## config.mk

```make
export PLATFORM = sky130hd
export DESIGN_NAME = lights_out_game_ctrl
export DESIGN_NICKNAME = d
export VERILOG_FILES = /design/src/rtl/lights_out_game_ctrl.sv
export SDC_FILE = /design/constraint.sdc
export NUM_CORES = 1
export LEC_CHECK = 0
export BUFFER_PORTS_ARGS = -buffer_cell sky130_fd_sc_hd__buf_4
export CAP_MARGIN = 20
export CORE_ASPECT_RATIO = 2
export CORE_MARGIN = 10
export CORE_UTILIZATION = 35
export CTS_CLUSTER_DIAMETER = 30
export DETAILED_ROUTE_END_ITERATION = 8
export PLACE_DENSITY = 0.58
export SYNTH_ARGS = -nofsm -noshare
export SYNTH_HDL_FRONTEND = slang
export SYNTH_SLANG_ARGS = --single-unit
```

## constraint.sdc

```tcl
create_clock -name clk -period 2.8 [get_ports clk]
set_clock_uncertainty 0.1 [all_clocks]
set_input_delay 0.42 -clock clk [delete_from_list [all_inputs] [get_ports clk]]
set_output_delay 0.42 -clock clk [all_outputs]
set_load 0.02 [all_outputs]
```

## src/rtl/lights_out_game_ctrl.sv

```systemverilog
// Lights-out 3x3 game controller: synchronized button/new-game edge detection,
// press handling with neighbour toggles, LFSR-driven board scramble and win detection.
//
// state    | meaning
// ---------+-------------------------------------------------------------
// PLAY     | accepting presses, watching for a cleared board
// SCRAMBLE | drawing random cells into the board in blocks of 16, busy = 1
// WON      | board solved; presses ignored, only new_game leaves
module lights_out_game_ctrl (
    input  logic       clk,
    input  logic       rst_n,
    input  logic       ena,
    input  logic [8:0] btn,
    input  logic       new_game,
    output logic [8:0] field,
    output logic       won,
    output logic       busy,
    output logic [7:0] moves
);

    typedef enum logic [1:0] {
        PLAY     = 2'd0,
        SCRAMBLE = 2'd1,
        WON      = 2'd2
    } state_t;

    state_t      state_q, state_d;
    logic [8:0]  field_q, field_d;
    logic [7:0]  moves_q, moves_d;
    logic [15:0] lfsr_q, lfsr_d;
    logic [3:0]  draw_q, draw_d;

    logic [8:0]  btn_s1_q, btn_s2_q, btn_h_q;
    logic        ng_s1_q, ng_s2_q, ng_h_q;
    logic [8:0]  btn_edge;
    logic        ng_edge;

    logic        press_found;
    logic [3:0]  press_idx;
    logic [3:0]  draw_nib;
    logic [3:0]  draw_idx;
    logic [8:0]  scr_field;

    // Cell plus its orthogonal neighbours on the 3x3 board.
    function automatic logic [8:0] toggle_mask(input logic [3:0] idx);
        logic [8:0] m;
        case (idx)
            4'd0:    m = 9'h00B;
            4'd1:    m = 9'h017;
            4'd2:    m = 9'h026;
            4'd3:    m = 9'h059;
            4'd4:    m = 9'h0BA;
            4'd5:    m = 9'h134;
            4'd6:    m = 9'h0C8;
            4'd7:    m = 9'h1D0;
            4'd8:    m = 9'h1A0;
            default: m = 9'h000;
        endcase
        return m;
    endfunction

    assign btn_edge = btn_s2_q & ~btn_h_q;
    assign ng_edge  = ng_s2_q & ~ng_h_q;

    // Two-stage synchronizers plus history registers for edge detection.
    always_ff @(posedge clk) begin
        if (!rst_n) begin
            btn_s1_q <= '0;
            btn_s2_q <= '0;
            btn_h_q  <= '0;
            ng_s1_q  <= 1'b0;
            ng_s2_q  <= 1'b0;
            ng_h_q   <= 1'b0;
        end else if (ena) begin
            btn_s1_q <= btn;
            btn_s2_q <= btn_s1_q;
            btn_h_q  <= btn_s2_q;
            ng_s1_q  <= new_game;
            ng_s2_q  <= ng_s1_q;
            ng_h_q   <= ng_s2_q;
        end
    end

    // Lowest-index press wins; scanning downward lets lower indices overwrite.
    always_comb begin
        press_found = 1'b0;
        press_idx   = 4'd0;
        for (int i = 8; i >= 0; i--) begin
            if (btn_edge[i]) begin
                press_found = 1'b1;
                press_idx   = 4'(i);
            end
        end
    end

    // Fold the 0..15 LFSR nibble onto a board cell.
    assign draw_nib  = lfsr_q[3:0];
    assign draw_idx  = (draw_nib < 4'd9) ? draw_nib : (draw_nib - 4'd9);
    assign scr_field = field_q ^ toggle_mask(draw_idx);

    // Next-state, board and counter update.
    always_comb begin
        state_d = state_q;
        field_d = field_q;
        moves_d = moves_q;
        draw_d  = draw_q;
        lfsr_d  = {lfsr_q[14:0], lfsr_q[15] ^ lfsr_q[13] ^ lfsr_q[12] ^ lfsr_q[10]};
        case (state_q)
            PLAY: begin
                if (ng_edge) begin
                    state_d = SCRAMBLE;
                    field_d = '0;
                    moves_d = '0;
                    draw_d  = '0;
                end else if (field_q == 9'h000) begin
                    state_d = WON;
                end else if (press_found) begin
                    field_d = field_q ^ toggle_mask(press_idx);
                    if (moves_q != 8'hFF) begin
                        moves_d = moves_q + 8'd1;
                    end
                end
            end
            SCRAMBLE: begin
                field_d = scr_field;
                draw_d  = draw_q + 4'd1;
                // A zero board after a 16-draw block simply runs another block.
                if (draw_q == 4'd15 && scr_field != 9'h000) begin
                    state_d = PLAY;
                end
            end
            WON: begin
                if (ng_edge) begin
                    state_d = SCRAMBLE;
                    field_d = '0;
                    moves_d = '0;
                    draw_d  = '0;
                end
            end
            default: state_d = PLAY;
        endcase
    end

    // Game state registers; reset dominates the enable.
    always_ff @(posedge clk) begin
        if (!rst_n) begin
            state_q <= PLAY;
            field_q <= 9'h010;
            moves_q <= '0;
            lfsr_q  <= 16'hACE1;
            draw_q  <= '0;
        end else if (ena) begin
            state_q <= state_d;
            field_q <= field_d;
            moves_q <= moves_d;
            lfsr_q  <= lfsr_d;
            draw_q  <= draw_d;
        end
    end

    assign field = field_q;
    assign moves = moves_q;
    assign won   = (state_q == WON);
    assign busy  = (state_q == SCRAMBLE);

endmodule

```

==> qor.txt <==
Largest net degree at the start of global routing: 35
CP required: 2.92 ns
Critical path data arrival time: 2.85 ns
Vias in the first global route: 3452
First-pass DRT Iterations: 5
Area leader, netlist: dfxtp_1
Clock buffer depth: 2
Slew HR: 47.33%
Starting DRT DRC Count: 147
Reg2Reg Setup Slack: 0.07 ns
Hold slack: 0.2216 ns
Power share of the sequential group: 32.6%
CP Launch Type: flip-flop
Placer Congestion: 0.8562
Final Max Tran Viols: 0
DRC Markers: 0
Worst slew pin tran: 0.7802 ns
Ys flop type: dfxtp_1
Crit Path Max Fanout: 4
Sequential fraction of the synthesis area: 34.85%
Hold-fix buffers, CTS: 0
Reg-to-Reg Start: lfsr_q[1]
Final setup viols: 0
CTS root buffer: clkbuf_16
Die width: 95.25 um
Max Fclk: 0.3658 GHz
CTS clk-pin slew, worst paths: 0.06 ns
GRT Util Overall: 12.42%
Remaining global-route overflow: 0
Endpoints failing hold: 0
Num CTS Buffers: 9
CP Capture Point: state_q[0]
Critical Path, Cell by Cell: inv_1, ha_4, nand2b_4, nand2_4, xnor2_4, inv_1, ha_1, o21a_1, a211oi_2, xor2_1, nor4_4, a31oi_2, o221a_1
R2R Path End: state_q[0]
ANT cells: 0
Worst Path Class, Setup: reg -> reg
Placed cell areas: 0.004502 mm^2
Initial core utilization: 35.34%
Fin crit share: 97.64%
Fin crit period: 2.734 ns
P per Cell Area: 730.8 mW/mm^2
Nets: 537
Final wirelength: 9854 um
Slowest cell delay on critical path: 0.33 ns
Layout Utilization: 43.23%
Final Power: 3.544 mW
Skew-Pair Late Insertion Delay: 0.33 ns
Switch share: 34.74%
Reg2Reg Depth: 13
Top cells by area, synth: dfxtp_1, mux2i_1, nor2_1, ha_1, nand2_1
Synth unique cells: 70
Critical-path top delay cell: dfxtp_1
Hold/Removal Path Class: in -> reg
Fillers: 1119
Share of cells above drive strength 1: 19.41%
Sink Count: 69
Syn Inst Count: 460
Yosys top cell area share: 34.85%
Io pins: 32
CTS tree: built
Routed Antenna Nets: 0
Cell with the most instances after synthesis: dfxtp_1
Total of max-cap violations: 0
Die Y: 170.5 um
First-pass GRT wire length: 16090 um
Syn Area/Cell: 8.617 um^2
Status: finished clean
Critical path's most frequent cell: inv_1
Core ar.: 0.01122 mm^2
CP Launch Point: lfsr_q[1]
Clock power share: 32.1%
Vias post-DR: 3378
Worst IR Drop VDD: 0.3752 mV
H-tree depth: 3
Initial antenna violation count: 0
Yosys synthesis warning count: 0
Die area: 0.01624 mm^2
Final instance area: 0.004850 mm^2
Routed wire length per instance: 15.11 um
Unrepaired setup endpoints after global routing: true
Power share of the combinational group: 35.4%
FP Rows: 55
Syn_nets: 491
Cell Int Power: 2.313 mW
Top cells by count, synth: dfxtp_1, nor2_1, mux2i_1
Port-buffer cells: 31
Net Sw Power: 1.231 mW
Synth Cell Area: 0.003964 mm^2
EDFF count, synth: 0
DR vias/cell: 5.181
Lkg Pwr: 2.075 nW
Post-DP HPWL: 7698 um
Syn-to-layout area delta: 22.35%
Flops & latches, synth: 69
Ys async rst share: 0%
Critical path endpoint category: flip-flop
[final cells by class]
type                            instances  area [um^2]  share of cell area (%)
Sequential cell                        69         1383                   28.51
Tap cell                              142        177.7                   3.664
Multi-Input combinational cell        352         2482                   51.19
Clock inverter                          5        60.06                   1.238
Inverter                               14        57.56                   1.187
Clock buffer                           10        239.0                   4.928
Timing Repair Buffer                   60        450.4                   9.288
[critical path: cells and delay by family, from the launching register on]
family	cells	cell delay, ns
AOI/OAI and AO/OA	4	0.81
xor gates and xnor gates	2	0.31
adders and majority gates	2	0.45
buffers and inverters	2	0.13
DFF	1	0.33
and+or+nand+nor	3	0.49
[registers in the layout, indices dropped and copies added (netlist names)]
name	flops
ng_s2_q	1
btn_h_q	9
field	9
state_q	2
lfsr_q	16
btn_s1_q	9
ng_s1_q	1
btn_s2_q	9
moves	8
draw_q	4
ng_h_q	1
[metal layers]
metal / up-vias / GRT usage, % / routed length (um)
met5: - / 0 / 0
met4: 0 / 7.330 / 458
li1: 1703 / - / -
met3: 30 / 2.106 / 244
met2: 58 / 24.23 / 5597
met1: 1587 / 11.18 / 3554
[power by group through the flow]
stage          logic, mW  clock network [mW]  registers, mW
3_5_place_dp        1.22                   0           1.17
3_3_place_gp        1.20                   0           1.17
4_1_cts             1.24                1.16           1.15
6_report            1.25                1.14           1.15
5_1_grt             1.37                1.19           1.17
2_1_floorplan      0.817                   0           1.20
[metrics by stage]
step           setup TNS [ns]  setup slack (ns)  std cells
3_3_place_gp                0           0.05591        634
6_report                    0           0.06602        652
3_5_place_dp         -0.03864          -0.03864        634
5_1_grt              -0.05794          -0.05794        652
4_1_cts                     0          0.008578        651
2_1_floorplan               0           0.01422        460
[cell usage in the layout (no fill, tap or decap), types with 3 or more instances in the layout]
| cell type | count |
|---|---|
| clkbuf_16 | 9 |
| a31oi_1 | 3 |
| inv_1 | 11 |
| nor2_1 | 68 |
| nand2b_1 | 14 |
| o21a_1 | 3 |
| and3_1 | 3 |
| a21oi_1 | 14 |
| o21ai_0 | 21 |
| nand2_1 | 32 |
| o32ai_1 | 4 |
| buf_4 | 60 |
| o21ai_1 | 5 |
| mux2i_1 | 48 |
| nor3_1 | 6 |
| xnor2_1 | 14 |
| nor2b_1 | 8 |
| a22oi_1 | 5 |
| nand4_1 | 5 |
| dfxtp_1 | 68 |
| nand3_1 | 9 |
| xor2_1 | 9 |
| ha_1 | 17 |
| a21boi_0 | 3 |
[worst min-delay path by stage]
stage | from | endpoint | slack [ns] | depth (start not counted)
after floorplan | lfsr_q[11] | lfsr_q[11] | 0.34 | 2
after global placement | lfsr_q[11] | lfsr_q[11] | 0.36 | 2
after detailed placement | lfsr_q[11] | lfsr_q[11] | 0.36 | 2
after CTS | btn[1] | btn_s1_q[1] | 0.22 | 3
after global routing | btn[8] | btn_s1_q[8] | 0.22 | 3
final | btn[8] | btn_s1_q[8] | 0.22 | 3
[what timing repair did]
| action | CTS | global route |
|---|---|---|
| pin swaps | 4 | 3 |
| gates resized for setup | 3 | 4 |
| setup endpoints to repair | 1 | 9 |
| cloned | 0 | 0 |
| buffers inserted | 2 | 1 |
[logic make-up after synthesis]
kind of cell    Yosys count  share of synthesized area (%)
fa+ha+maj                18                          5.682
buf+inv                  39                          4.230
simple gates            166                          20.36
xor+xnor                 25                          5.903
flops                    69                          34.85
compound gates           94                          16.57
mux                      49                          12.41
No activity file was read; power rests on OpenSTA's default activity.
